$ cat src/rtl/sys_bridge_n.sv
// CPU data-port bridge: decodes memory, N device windows, the interrupt generator
// and a local status window; keeps W1C interrupt-pending bits and a sticky fault record.
module sys_bridge_n #(
  parameter int unsigned N_DEV      = 2,
  parameter logic [31:0] DEV_BASE   = 32'h0000_7F00,
  parameter logic [31:0] DEV_STRIDE = 32'h0000_0010,
  parameter int unsigned DEV_SPAN   = 12,
  parameter logic [31:0] INT_ADDR   = 32'h0000_7F20,
  parameter logic [31:0] STAT_ADDR  = 32'h0000_7F40,
  parameter logic [31:0] MEM_LIMIT  = 32'h0000_2FFF,
  parameter bit          RD_REG     = 1'b1
) (
  input  logic                 clk,
  input  logic                 reset,
  input  logic [31:0]          cpu_addr,
  input  logic [31:0]          cpu_wdata,
  input  logic [3:0]           cpu_byteen,
  input  logic                 cpu_we,
  input  logic                 cpu_re,
  output logic [31:0]          cpu_rdata,
  output logic                 cpu_rvalid,
  output logic [31:0]          m_data_addr,
  output logic [31:0]          m_data_wdata,
  output logic [3:0]           m_data_byteen,
  input  logic [31:0]          m_data_rdata,
  output logic [31:0]          m_int_addr,
  output logic [3:0]           m_int_byteen,
  output logic [31:0]          dev_addr,
  output logic [31:0]          dev_wdata,
  output logic [N_DEV-1:0]     dev_we,
  input  logic [32*N_DEV-1:0]  dev_rdata,
  input  logic [N_DEV-1:0]     dev_irq,
  output logic [N_DEV-1:0]     hw_int,
  output logic                 fault
);

  localparam int unsigned IDX_W = (N_DEV > 1) ? $clog2(N_DEV) : 1;

  typedef enum logic [2:0] {
    REG_MEM,
    REG_DEV,
    REG_INT,
    REG_STAT,
    REG_NONE
  } region_e;

  region_e          region;
  logic [IDX_W-1:0] dev_idx;
  logic [31:0]      dev_base;
  logic             access;
  logic             bad_form;
  logic             illegal;
  logic             wr_ok;
  logic             stat_w0;
  logic             stat_w1;
  logic             stat_w2;
  logic [31:0]      rd_mux;

  logic [N_DEV-1:0] irq_prev_q;
  logic [N_DEV-1:0] irq_pend_q;
  logic [N_DEV-1:0] irq_pend_d;
  logic [N_DEV-1:0] irq_clr;
  logic             fault_q;
  logic             fault_d;
  logic [31:0]      fault_addr_q;
  logic [31:0]      fault_addr_d;

  // NOTE: every variable gets a default at the top of always_comb so no path leaves it unassigned (no latch).
  always_comb begin
    region   = REG_NONE;
    dev_idx  = '0;
    dev_base = DEV_BASE;
    if (cpu_addr <= MEM_LIMIT) begin
      region = REG_MEM;
    end else begin
      // Lowest-numbered window wins if windows were ever configured to overlap.
      for (int unsigned i = 0; i < N_DEV; i++) begin
        dev_base = DEV_BASE + DEV_STRIDE * 32'(i);
        if (region == REG_NONE && cpu_addr >= dev_base &&
            cpu_addr < dev_base + 32'(DEV_SPAN)) begin
          region  = REG_DEV;
          dev_idx = IDX_W'(i);
        end
      end
      if (region == REG_NONE && cpu_addr >= INT_ADDR && cpu_addr <= INT_ADDR + 32'd3) begin
        region = REG_INT;
      end else if (region == REG_NONE && cpu_addr >= STAT_ADDR &&
                   cpu_addr <= STAT_ADDR + 32'd11) begin
        region = REG_STAT;
      end
    end
  end

  assign stat_w0  = (cpu_addr == STAT_ADDR);
  assign stat_w1  = (cpu_addr == STAT_ADDR + 32'd4);
  assign stat_w2  = (cpu_addr == STAT_ADDR + 32'd8);
  assign access   = cpu_we | cpu_re;
  assign bad_form = (region == REG_DEV || region == REG_STAT) &&
                    (cpu_addr[1:0] != 2'b00 || (cpu_we && cpu_byteen != 4'b1111));
  assign illegal  = access && (region == REG_NONE || bad_form);
  assign wr_ok    = cpu_we && !illegal;

  assign m_data_addr   = cpu_addr;
  assign m_data_wdata  = cpu_wdata;
  assign m_int_addr    = cpu_addr;
  assign dev_addr      = cpu_addr;
  assign dev_wdata     = cpu_wdata;
  assign m_data_byteen = (cpu_we && region == REG_MEM) ? cpu_byteen : 4'b0000;
  assign m_int_byteen  = (wr_ok && region == REG_INT) ? 4'b0001 : 4'b0000;

  always_comb begin
    dev_we = '0;
    if (wr_ok && region == REG_DEV) dev_we[dev_idx] = 1'b1;
  end

  always_comb begin
    rd_mux = 32'h0;
    case (region)
      REG_MEM: rd_mux = m_data_rdata;
      REG_DEV: rd_mux = dev_rdata[32*int'(dev_idx) +: 32];
      REG_STAT: begin
        if (stat_w0)      rd_mux = 32'(irq_pend_q);
        else if (stat_w1) rd_mux = {31'b0, fault_q};
        else if (stat_w2) rd_mux = fault_addr_q;
      end
      default: rd_mux = 32'h0;
    endcase
  end

  // A fresh rising edge beats a W1C clear of the same bit.
  assign irq_clr    = (wr_ok && region == REG_STAT && stat_w0) ? cpu_wdata[N_DEV-1:0] : '0;
  assign irq_pend_d = (irq_pend_q & ~irq_clr) | (dev_irq & ~irq_prev_q);

  always_comb begin
    fault_d      = fault_q;
    fault_addr_d = fault_addr_q;
    if (illegal) begin
      fault_d = 1'b1;
      if (!fault_q) fault_addr_d = cpu_addr;
    end else if (wr_ok && region == REG_STAT && stat_w1 && cpu_wdata[0]) begin
      fault_d = 1'b0;
    end
  end

  // NOTE: sequential state uses non-blocking assignments so all registers update together at the edge.
  always_ff @(posedge clk) begin
    if (reset) begin
      irq_prev_q   <= '0;
      irq_pend_q   <= '0;
      fault_q      <= 1'b0;
      fault_addr_q <= 32'h0;
    end else begin
      irq_prev_q   <= dev_irq;
      irq_pend_q   <= irq_pend_d;
      fault_q      <= fault_d;
      fault_addr_q <= fault_addr_d;
    end
  end

  assign hw_int = irq_pend_q;
  assign fault  = fault_q;

  if (RD_REG) begin : g_rd_reg
    logic        rvalid_q;
    logic        rd_mem_q;
    logic [31:0] rd_data_q;
    logic [31:0] rdata_hold_q;
    logic [31:0] rdata_out;

    // Memory responds a cycle late, so its data is taken live in the response cycle.
    assign rdata_out = rvalid_q ? (rd_mem_q ? m_data_rdata : rd_data_q) : rdata_hold_q;

    always_ff @(posedge clk) begin
      if (reset) begin
        rvalid_q     <= 1'b0;
        rd_mem_q     <= 1'b0;
        rd_data_q    <= 32'h0;
        rdata_hold_q <= 32'h0;
      end else begin
        rvalid_q     <= cpu_re;
        rdata_hold_q <= rdata_out;
        if (cpu_re) begin
          rd_mem_q  <= (region == REG_MEM);
          rd_data_q <= rd_mux;
        end
      end
    end

    assign cpu_rdata  = rdata_out;
    assign cpu_rvalid = rvalid_q;
  end else begin : g_rd_comb
    assign cpu_rdata  = rd_mux;
    assign cpu_rvalid = cpu_re;
  end

endmodule

$ cat config.mk
export PLATFORM = sky130hd
export DESIGN_NAME = sys_bridge_n
export DESIGN_NICKNAME = d
export VERILOG_FILES = /design/src/rtl/sys_bridge_n.sv
export SDC_FILE = /design/constraint.sdc
export NUM_CORES = 1
export LEC_CHECK = 0
export CORE_AREA = 5 5 142 144
export CTS_BUF_LIST = sky130_fd_sc_hd__clkbuf_4 sky130_fd_sc_hd__clkbuf_8
export DETAILED_ROUTE_END_ITERATION = 10
export DIE_AREA = 0 0 147 149
export PLACE_DENSITY = 0.75
export SYNTH_ARGS = -nofsm -noshare
export SYNTH_HDL_FRONTEND = slang
export SYNTH_SLANG_ARGS = --single-unit
$ cat constraint.sdc
create_clock -name clk -period 4.8 [get_ports clk]
set_clock_uncertainty 0.1 [all_clocks]
set_input_delay 1.44 -clock clk [delete_from_list [all_inputs] [get_ports clk]]
set_output_delay 1.44 -clock clk [all_outputs]
set_load 0.03 [all_outputs]
Word level (Yosys, flattened, before mapping) --
Cells that the tools add are included.
Storage, ports and cells: logic and storage cells 87, output and inout bits 206, flip-flop bits (word level) 103, input port bits 170
Operators by class: multiplexer cells 23, eq/ne operators 10, shifts and indexed selects 1, magnitude comparators 11, reduce and logical (&&, ||, !) cells 27, bitwise gates (word level) 7
Operators with widths (number):
- $mux 32 | 5
- $ge 32x15->1 const B | 4
- $eq 32x15->1 const B | 3
- $pmux 32 s3 | 1
- $le 32x15->1 const B | 2
- $lt 32x15->1 const B | 2
- $shiftx 64x7->32 | 1
- $le 32x14->1 const B | 1
- $mux 3 | 7
- $logic_and 1x1->1 | 19
- $eq 3x3->1 const B | 3
- $eq 3x2->1 const B | 2
- $mux 1 | 6
- $and 2x2->2 | 2
- $mux 2 | 2
- $mux 4 | 1
- $ne 4x4->1 const B | 1
- $not 2->2 | 2
- $reduce_bool 2->1 | 2
- $eq 3x1->1 const B | 1
- $logic_not 3->1 | 1
- $logic_or 1x1->1 | 3
- $lt 1x2->1 const B | 1
- $or 2x2->2 | 1
- 6 further kinds | 6

Longest topological paths before layout --
depth in word-level cells 28, mapped depth 8, mapped depth without buffers 6

Least setup slack after synthesis --
No wires, ideal clock.
path type input to output, from input port cpu_addr[4], to output port dev_we[0], arrival 3685 ps, path slack -425 ps, buffers on the path 0, stages on the path 6, cell sequence or4b_1 > or4_1 > a2111oi_2 > a211o_2 > nand2_1 > nor3_1
Between the ends: longest elaborated chain between the ends 24
RTL lines:
- start, declared | RTL line 15 | input logic [31:0] cpu_addr,
- $ge 32x15->1 / $lt 32x15->1 (equally long branches) | RTL line 79, 80
- $logic_and 1x1->1 | RTL line 79 | if (region == REG_NONE && cpu_addr >= dev_base &&
- $mux 3 | RTL line 79
- $mux 3 | RTL line 73 | if (cpu_addr <= MEM_LIMIT) begin
- $eq 3x3->1 | RTL line 79
- $logic_and 1x1->1 (2 in a row) | RTL line 79
- $mux 3 | RTL line 79
- $mux 3 | RTL line 73
- [... 7 more ...]
- $logic_or 1x1->1 | RTL line 98 | assign bad_form = (region == REG_DEV || region == REG_STAT) &&
- $logic_and 1x1->1 | RTL line 98
- $logic_or 1x1->1 | RTL line 100 | assign illegal = access && (region == REG_NONE || bad_form);
- $logic_and 1x1->1 | RTL line 100
- $logic_not 1->1 | RTL line 101 | assign wr_ok = cpu_we && !illegal;
- $logic_and 1x1->1 | RTL line 101
- $logic_and 1x1->1 | RTL line 113 | if (wr_ok && region == REG_DEV) dev_we[dev_idx] = 1'b1;
- $mux 2 (*) | RTL line 113
- end, declared | RTL line 30 | output logic [N_DEV-1:0] dev_we,
Every way passes the cells marked *; elsewhere a longest branch is shown, timed or not. The select of a mux whose other input is x is not followed.

Worst setup path in the final report --
from input port cpu_addr[5], to output port dev_we[0]
The elaborated chain is that of the path after synthesis.

==> flow_metrics.tcl <==
set metrics [dict create \
    powerDensity_nw_per_um2 232 \
    cts.sinks 103 \
    maxSlewViolCount 0 \
    fmax_ghz 0.199 \
    cts_max_level 3 \
    place.port_buffers 282 \
    worstPathRequired_ps 3260 \
    crit_type "primary input to output port" \
    multiInputGateArea_um2 3160 \
    stdcell_area_um2 9060 \
    yosysWarningCount 0 \
    cts_buffers 9 \
    period_needed_ps 5020 \
    drc 0 \
    setup_viol 3 \
    hold_violations 0 \
    synth_top_family_by_area "buffers and inverters" \
    drt-initial-drc-count 367 \
    cp.arrival_ps 3480 \
    detail-route-antenna-nets 0 \
    seqCellArea_um2 2060 \
    root_buffer "clkbuf_8" \
    die-area_um2 21900 \
    netlist_area_um2 6570 \
    p_leak_uw 0.00337 \
    drive_above_1_share_pct 15.4 \
    ys_top_cells_by_count "163 x buf_4, 103 x dfxtp_1, 96 x nand2_1" \
    clockBufferDepth 2 \
    synth_top_cell_area_share_pct 31.4 \
    place_area_um2 8840 \
    synthTopCellsByArea "dfxtp_1 31%, buf_4 19%, mux2i_1 10%" \
    core_area_um2 18600 \
    drt-wirelength-per-cell_um 18.4 \
    fill_cells 1788 \
    start_kind "primary input" \
    dpl.hpwl_um 16600 \
    synthXorXnorAreaFrac_pct 0 \
    ys.flop_type "dfxtp_1" \
    via_per_inst 4.97 \
    grt_max_degree 42 \
    place.gp.congestion 0.863 \
    ys_types 48 \
    slowest_delay_ps 560 \
    synth_compound_area_share_pct 13.9 \
    synthSimpleGateAreaFrac_pct 16.9 \
    crit_path_end_kind "output port" \
    synth-edff-count 0 \
    max_cap_violations 0 \
    cts_tree "yes" \
    synth_cells 800 \
    post-route-util_pct 48.7 \
    cts.clk_slew.worst_paths_ps 100 \
    fin_tns_setup_ps -410 \
    yosys-mux-area-fraction_pct 15.4 \
    io_pins 376 \
    initial_core_util_pct 35.4 \
    violations "negative setup slack" \
    timing.final.crit_share_pct 105 \
    tightest_slew_ps 706 \
    avgSynthCellArea_um2 8.21 \
    synthArstFlopShare_pct 0 \
    area_delta_synth_final_pct 37.9 \
    status "finished, violations left" \
    vdd_drop_max_v 0.000123 \
    path_cells "buf_6, or4b_4, or4_4, a2111oi_4, a211o_2, nand2_4, nor3_4, buf_12" \
    die_x_um 147 \
    synth-seq-area-share_pct 31.4 \
    crit_buf_inv 2 \
    antennaDiodeCount 0 \
    ys_ff_latch 103 \
    first_pass_iters 5 \
    hp-class "flop to flop" \
    worst-path-max-fanout 2 \
    grt_use_total_pct 19.0 \
    cp_slowest_cell "or4_4" \
    die_y_um 149 \
    num_rows 50 \
    antenna_found_initial 0 \
    grt_pass1_vias 5968 \
    synth_fa_ha_area_share_pct 0 \
    grt_overflow_total 0 \
    grt_pass1_wl_um 33000 \
    setup_slack_ps -217 \
    clock_latency_ps 380 \
    slew_headroom_pct 52.9 \
    drt_wl_total_um 21800 \
    nets 1116 \
    yosysMostFrequentCell "buf_4" \
    cts-hold-fix-buffers 0 \
    vias 5887 \
    critPathTopFamily "simple AND/OR/NAND/NOR gates" \
    rsz0062_at_grt "yes" \
    yosysTopAreaCell "dfxtp_1" \
]
==> layout by cell type, fill, tap and decap left out, types with 2 or more instances in the layout <==
cell type	Yosys	final
a211oi_1	32	32
a21oi_1	50	50
a221oi_1	18	18
a22o_1	13	13
a31oi_1	2	2
and2_1	32	32
and3_1	5	5
buf_12	0	5
buf_2	4	4
buf_4	163	67
clkbuf_8	0	9
clkdlybuf4s50_1	0	264
clkinv_4	0	3
conb_1	1	3
dfxtp_1	103	101
dfxtp_2	0	2
dlygate4sd2_1	0	6
inv_1	5	5
inv_2	2	2
inv_6	0	2
mux2_1	2	2
mux2_2	29	29
mux2i_1	66	66
nand2_1	96	95
nand3_1	5	3
nand3_2	0	2
nand4_1	4	4
nor2_1	76	75
nor2_4	0	2
nor3_1	4	2
nor3_4	0	3
nor4_1	8	3
nor4_2	0	5
o211ai_1	4	4
o31ai_1	3	2
o41ai_1	2	2
or3_1	4	4
==> worst paths after layout <==
check	start	to	slack, ps	cells past startpoint
worst max-delay path	cpu_addr[5]	dev_we[0]	-220	8
worst max register to register	g_rd_reg.rd_mem_q	g_rd_reg.rdata_hold_q[2]	2880	4
worst min-delay path	fault_addr_q[26]	fault_addr_q[26]	360	2
worst min register to register	fault_addr_q[26]	fault_addr_q[26]	360	2
==> tightest hold or removal path: stages (launching register included) <==
cell,delay (ps)
dfxtp_1,320
nand2_1,50
mux2i_1,50
==> what timing repair did <==
action | CTS | global route
endpoints found under the setup margin | 7 | 7
pin swaps | 10 | 1
buffers inserted | 1 | 0
resized for setup | 25 | 3
==> where the power goes <==
group          internal (uW)  switching (uW)
registers                900            24.1
logic                    316             339
clock network            194             328
total                   1410             692
==> metrics by stage <==
stage | setup slack, ps | instances | total power [uW] | hold slack (ps)
2_1_floorplan | -115 | 802 | 1410 | 334
5_1_grt | -314 | 1185 | 2200 | 387
6_report | -217 | 1185 | 2100 | 364
4_1_cts | -234 | 1185 | 2130 | 368
3_5_place_dp | -584 | 1168 | 1600 | 348
3_3_place_gp | -531 | 1168 | 1600 | 344
==> final cells by class <==
cell class                      instances  area share (%)
Timing Repair Buffer                  347            36.8
Inverter                                8           0.332
Tap cell                              234            3.23
Sequential cell                       103            22.8
Clock buffer                            9            1.37
Multi-Input combinational cell        477            34.9
Clock inverter                          7           0.622
==> routing by layer <==
layer | routed length [um] | vias up | part of all wire, % | track usage (%)
met5 | 0 | - | 0 | 0
met4 | 437 | 0 | 2.0 | 6.01
met3 | 1410 | 36 | 6.5 | 4.25
met2 | 10100 | 236 | 46 | 31.0
met1 | 9840 | 2737 | 45 | 25.1
li1 | - | 2878 | - | -
==> logic make-up after synthesis <==
family / Yosys count
other cells: 1
mux: 97
simple gates: 245
flops: 103
compound gates: 132
buf+inv: 222
==> state kept, by name, indices dropped and copies added, names as in the netlist <==
register / cells
fault_addr_q: 32
g_rd_reg.rd_data_q: 32
g_rd_reg.rdata_hold_q: 32
hw_int: 2
irq_prev_q: 2
cpu_rvalid: 1
fault: 1
g_rd_reg.rd_mem_q: 1
Power figures use the tool's default switching activity.
